<file path="config.mk">
export PLATFORM = sky130hd
export DESIGN_NAME = oserdes_sched
export DESIGN_NICKNAME = d
export VERILOG_FILES = /design/src/rtl/oserdes_sched_pkg.sv /design/src/rtl/sync_2ff.sv /design/src/rtl/oserdes_sched.sv
export SDC_FILE = /design/constraint.sdc
export NUM_CORES = 1
export LEC_CHECK = 0
export CAP_MARGIN = 15
export CORE_MARGIN = 2
export CORE_UTILIZATION = 40
export CTS_BUF_LIST = sky130_fd_sc_hd__clkbuf_2 sky130_fd_sc_hd__clkbuf_4 sky130_fd_sc_hd__clkbuf_8
export CTS_CLUSTER_SIZE = 28
export DETAILED_ROUTE_END_ITERATION = 10
export PLACE_DENSITY_LB_ADDON = 0.12
export SLEW_MARGIN = 20
export SYNTH_ARGS = -nofsm -noshare
export SYNTH_HDL_FRONTEND = slang
export SYNTH_HIERARCHICAL = 1
export SYNTH_SLANG_ARGS = --single-unit
</file>
<file path="constraint.sdc">
create_clock -name clk -period 2 [get_ports clk]
set_clock_uncertainty 0.1 [all_clocks]
set_input_delay 0.3 -clock clk [delete_from_list [all_inputs] [get_ports clk]]
set_output_delay 0.3 -clock clk [all_outputs]
set_load 0.1 [all_outputs]
</file>
<file path="src/rtl/oserdes_sched_pkg.sv">
// Shared types and default words for the OSERDES start-up and packet scheduler.
package oserdes_sched_pkg;

    typedef enum logic [2:0] {
        ST_WAIT_LOCK,
        ST_SRST,
        ST_TRAIN,
        ST_IDLE,
        ST_SEND
    } state_e;

    localparam logic [7:0] TRAIN_WORD_DEF = 8'h55;
    localparam logic [7:0] IDLE_WORD_DEF  = 8'hCA;

endpackage

</file>
<file path="src/rtl/sync_2ff.sv">
// Two-flop synchronizer for a single asynchronous level.
module sync_2ff (
    input  logic clk,
    input  logic rst,
    input  logic d_i,
    output logic q_o
);

    logic meta_q;

    always_ff @(posedge clk or posedge rst) begin
        if (rst) begin
            meta_q <= 1'b0;
            q_o    <= 1'b0;
        end else begin
            meta_q <= d_i;
            q_o    <= meta_q;
        end
    end

endmodule

</file>
<file path="src/rtl/oserdes_sched.sv">
// Serializer bring-up sequencer plus round-robin packet scheduler
// feeding an 8:1 OSERDES parallel word.
module oserdes_sched
    import oserdes_sched_pkg::*;
#(
    parameter int unsigned RST_CYCLES  = 4,
    parameter int unsigned TRAIN_WORDS = 16,
    parameter logic [7:0]  TRAIN_WORD  = TRAIN_WORD_DEF,
    parameter logic [7:0]  IDLE_WORD   = IDLE_WORD_DEF
) (
    input  logic       clk,
    input  logic       rst,
    input  logic       pll_locked,
    input  logic       req0_valid,
    input  logic [7:0] req0_data,
    input  logic       req0_last,
    output logic       req0_ready,
    input  logic       req1_valid,
    input  logic [7:0] req1_data,
    input  logic       req1_last,
    output logic       req1_ready,
    output logic       serdes_rst,
    output logic       serdes_oce,
    output logic [7:0] serdes_d,
    output logic [1:0] grant,
    output logic [7:0] underrun_cnt
);

    localparam int unsigned CNT_MAX =
        (RST_CYCLES > TRAIN_WORDS) ? RST_CYCLES : TRAIN_WORDS;
    localparam int CW = $clog2(CNT_MAX + 1);

    state_e        state_q, state_d;
    logic [CW-1:0] cnt_q, cnt_d;
    logic [1:0]    grant_q, grant_d;
    logic          rr_q, rr_d;
    logic [7:0]    ucnt_q, ucnt_d;
    logic [7:0]    d_q, d_d;
    logic          rst_q, oce_q;
    logic          locked_s;
    logic          in_send;
    logic          sel_valid, sel_last;
    logic [7:0]    sel_data;

    sync_2ff u_sync (
        .clk (clk),
        .rst (rst),
        .d_i (pll_locked),
        .q_o (locked_s)
    );

    assign in_send    = (state_q == ST_SEND);
    assign req0_ready = in_send & grant_q[0];
    assign req1_ready = in_send & grant_q[1];
    assign sel_valid  = grant_q[0] ? req0_valid : (grant_q[1] & req1_valid);
    assign sel_data   = grant_q[0] ? req0_data : req1_data;
    assign sel_last   = grant_q[0] ? req0_last : req1_last;

    // rr_q set means req1 owned the last packet, so req0 wins the next tie
    always_comb begin
        state_d = state_q;
        cnt_d   = cnt_q;
        grant_d = grant_q;
        rr_d    = rr_q;
        ucnt_d  = ucnt_q;
        d_d     = IDLE_WORD;
        if (state_q != ST_WAIT_LOCK && !locked_s) begin
            state_d = ST_WAIT_LOCK;
            grant_d = 2'b00;
        end else begin
            unique case (state_q)
                ST_WAIT_LOCK: begin
                    if (locked_s) begin
                        state_d = ST_SRST;
                        cnt_d   = CW'(RST_CYCLES - 1);
                    end
                end
                ST_SRST: begin
                    if (cnt_q == '0) begin
                        state_d = ST_TRAIN;
                        cnt_d   = CW'(TRAIN_WORDS - 1);
                        d_d     = TRAIN_WORD;
                    end else begin
                        cnt_d = cnt_q - CW'(1);
                    end
                end
                ST_TRAIN: begin
                    if (cnt_q == '0) begin
                        state_d = ST_IDLE;
                    end else begin
                        cnt_d = cnt_q - CW'(1);
                        d_d   = TRAIN_WORD;
                    end
                end
                ST_IDLE: begin
                    if (req0_valid || req1_valid) begin
                        state_d = ST_SEND;
                        if (req0_valid && (!req1_valid || rr_q)) begin
                            grant_d = 2'b01;
                            rr_d    = 1'b0;
                        end else begin
                            grant_d = 2'b10;
                            rr_d    = 1'b1;
                        end
                    end
                end
                ST_SEND: begin
                    if (sel_valid) begin
                        d_d = sel_data;
                        if (sel_last) begin
                            state_d = ST_IDLE;
                            grant_d = 2'b00;
                        end
                    end else if (ucnt_q != 8'hFF) begin
                        ucnt_d = ucnt_q + 8'd1;
                    end
                end
                default: begin
                    state_d = ST_WAIT_LOCK;
                    grant_d = 2'b00;
                end
            endcase
        end
    end

    always_ff @(posedge clk or posedge rst) begin
        if (rst) begin
            state_q <= ST_WAIT_LOCK;
            cnt_q   <= '0;
            grant_q <= 2'b00;
            rr_q    <= 1'b1;
            ucnt_q  <= 8'd0;
            d_q     <= IDLE_WORD;
            rst_q   <= 1'b1;
            oce_q   <= 1'b0;
        end else begin
            state_q <= state_d;
            cnt_q   <= cnt_d;
            grant_q <= grant_d;
            rr_q    <= rr_d;
            ucnt_q  <= ucnt_d;
            d_q     <= d_d;
            rst_q   <= (state_d == ST_WAIT_LOCK) || (state_d == ST_SRST);
            oce_q   <= (state_d == ST_TRAIN) || (state_d == ST_IDLE) ||
                       (state_d == ST_SEND);
        end
    end

    assign serdes_rst   = rst_q;
    assign serdes_oce   = oce_q;
    assign serdes_d     = d_q;
    assign grant        = grant_q;
    assign underrun_cnt = ucnt_q;

endmodule

</file>
==> metrics.md <==
| Metric | Value |
|---|---|
| Cell breakdown of the critical path | inv_2 -> ha_4 -> or4b_4 -> nand3_2 -> o21ai_1 -> a222oi_1 |
| Clk sinks | 31 |
| Mapped Avg Cell Area | 9.769 µm² |
| Htree depth | 2 |
| Die footprint | 4994 µm² |
| Seq pwr share | 34.8% |
| Mapped Nets | 208 |
| Worst path bufs/invs | 1 |
| # hold bufs at CTS | 0 |
| Routed wire length | 4643 µm |
| Worst path required time | 2.05 ns |
| Slew HR | 68.64% |
| Vias per inst | 5.458 |
| Crit-path leading delay family | simple AND/OR/NAND/NOR gates |
| Post-synth ARST share | 100.0% |
| Logic pwr share | 38.9% |
| Gate Count Post-Synth | 182 |
| DRC viols | 0 |
| Pleak | 1.098 nW |
| Fmax achieved | 508.8 MHz |
| Internal power | 0.001530 W |
| Worst path max stage delay | 0.52 ns |
| Pin count of the biggest net entering global routing | 30 |
| Root buffer cell | clkbuf_8 |
| Synth-to-Final Area Change | 47.08% |
| Vias in the first global route | 1628 |
| Die W | 70.67 µm |
| Setup ws final | 0.03444 ns |
| Via count | 1610 |
| Die H | 70.67 µm |
| Slowest stage cell on the critical path | or4b_4 |
| Final Power | 0.002432 W |
| Area of the multi-input gates | 964.7 µm² |
| Critical Path Sink Type | flop |
| Fill cells | 377 |
| First-pass GRT wire length | 7886 µm |
| WL per Instance | 15.74 µm |
| Initial antenna violation count | 0 |
| Detailed Place HPWL | 3424 µm |
| Syn Std Cell Area | 1778 µm² |
| Sw Share | 37.10% |
| Bufs on Longest Clock Path | 2 |
| Synth Warn # | 6 |
| Storage cell area | 800.8 µm² |
| Remaining global-route overflow | 0 |
| CP startpoint kind | flop |
| Final worst-path cycle share | 98.28% |
| Final setup vio count | 0 |
| Hold slack | 0.09154 ns |
| CTS tree | done |
| Top cell type's share of synthesized area | 35.19% |
| CP Max Fanout | 5 |
| # Max-Cap Violations | 0 |
| Critical setup path kind | reg -> reg |
| Top Ports | 45 |
| Placed insts | 286 |
| Outcome | finished, final reports clean |
| Gpl congestion | 0.8173 |
| Hold WC Path Type | in -> async |
| TritonRoute pass-1 iters | 4 |
| Worst-path clk slew | 0.07 ns |
| Clock power frac | 26.4% |
| Starting DRC count in detailed routing | 54 |
| Layout cells sized above 1 | 33.74% |
| Fin area | 2615 µm² |
| Starting Density | 41.12% |
| Cell variety after synth | 50 |
| Actual slew at the worst max-slew pin | 0.4693 ns |
| Slew Viols, Final | 0 |
| Final std cells w/o fill | 295 |
| Cell with the most instances after synthesis | dfrtp_1 |
| Seq/Total Area, Yosys | 44.05% |
| Total clock buffers created by CTS | 5 |
| Placed standard-cell area | 2464 µm² |
| Hold Vio Cnt, Final | 0 |
| Peak VDD IR | 0.6681 mV |
| Synth cell count leaders | dfrtp_1, nand3_1, nand2_1 |
| Core box area | 4324 µm² |
| Post-synth top area cell | dfrtp_1 |
| Min cycle time layout | 1.966 ns |
| Worst-Skew Late Latency | 0.28 ns |
| Main synth FF type | dfrtp_1 |
| Number of cells on the critical path | 6 |
| Diode count | 0 |
| Main area contributors after synthesis | dfrtp_1, dfstp_2, nand3_1 |
| # rows | 24 |
| Setup WS pre-CTS | -0.01270 ns |
| Critical Path AT | 2.02 ns |
| IO Port Bufs | 44 |
| Number of synthesized flops with an enable pin | 0 |
| Net count, final | 268 |
| Post-DRT Antenna Nets | 0 |
| Yosys reg bits | 31 |
| Power per cell area | 930.2 nW/µm² |
| Worst reg-to-reg path cell count | 6 |
| Net Switching | 0.0009025 W |
| Gr usage total | 20.25% |
==> path summary, 6_finish.rpt <==
kind / end / from / slack, ns
worst max-delay path: cnt_q[1] / cnt_q[1] / 0.03
worst min-delay path: u_sync/meta_q / rst / 0.09
worst max register to register: cnt_q[1] / cnt_q[1] / 0.03
worst min register to register: u_sync/q_o / u_sync/meta_q / 0.26
max in group asynchronous: serdes_d[7] / rst / 1.16
min in group clk: u_sync/q_o / u_sync/meta_q / 0.26
==> layer usage <==
metal	global-route usage (%)	vias up	share of wire, %
met5	0	-	0
met2	35.43	37	51
met1	23.98	786	43
met4	7.128	0	1.7
li1	-	780	-
met3	5.556	7	3.9
==> placed cells by master, fill, tap and decap left out, types with 8 or more instances in the layout <==
| master | synthesis | final |
|---|---|---|
| buf_12 | 0 | 9 |
| clkdlybuf4s50_1 | 0 | 22 |
| nor3_1 | 8 | 8 |
| nand2_1 | 13 | 13 |
| dfrtp_2 | 0 | 8 |
| buf_4 | 0 | 31 |
| dfrtp_1 | 25 | 15 |
| o21ai_0 | 8 | 8 |
| nand3_1 | 14 | 13 |
==> power by group through the flow <==
stage	Combinational [W]	Sequential [W]	Clock, W
6_report	0.000946	0.000845	0.000641
5_1_grt	0.00102	0.000858	0.000684
4_1_cts	0.000905	0.000841	0.000660
3_5_place_dp	0.000896	0.000847	0
3_3_place_gp	0.000869	0.000842	0
2_1_floorplan	0.000395	0.00101	0
==> timing repair <==
item,4_1_cts,5_1_grt
hold endpoints to repair,0,0
setup buffers,0,1
setup endpoints to repair,10,8
pin swaps,1,2
resized for setup,2,6
==> sequential cells by signal (all words and copies together) (netlist names) <==
signal / count
underrun_cnt: 8
serdes_oce: 1
u_sync/q_o: 1
state_q: 3
grant: 2
serdes_d: 8
rr_q: 1
u_sync/meta_q: 1
serdes_rst: 1
cnt_q: 5
==> worst reg2reg max path, stage by stage, from the launching register on <==
cell and delay [ns]:
dfrtp_1 0.42, inv_2 0.10, ha_4 0.13, or4b_4 0.52, nand3_2 0.08, o21ai_1 0.07
a222oi_1 0.42
==> logic make-up (layout without fill, tap and decap cells) <==
kind of cell,after synthesis,in the layout,share of synthesized area (%)
buffers and inverters,18,79,4.011
and+or+nand+nor,71,71,24.70
AOI/OAI and AO/OA,42,42,15.62
DFF,31,31,44.05
xor gates and xnor gates,7,7,3.448
adders and majority gates,3,3,2.111
muxes,10,10,6.052
==> per-stage QoR <==
stage,util (%),TNS (ns)
final,60.47,0
after global routing,60.47,-0.03795
after CTS,59.84,0
after detailed placement,56.97,-0.02538
after global placement,56.97,0
after floorplan,-,0
==> area by class of cell <==
class                      count  share of cell area, %
multi-input combinational    133                  36.89
sequential                    31                  30.62
timing repair buffer          62                  24.21
clock buffer                   6                  3.158
tap                           52                  2.488
clock inverter                 2                  1.340
inverter                       9                  1.292
Note: power is estimated with default switching activity, not from simulation.
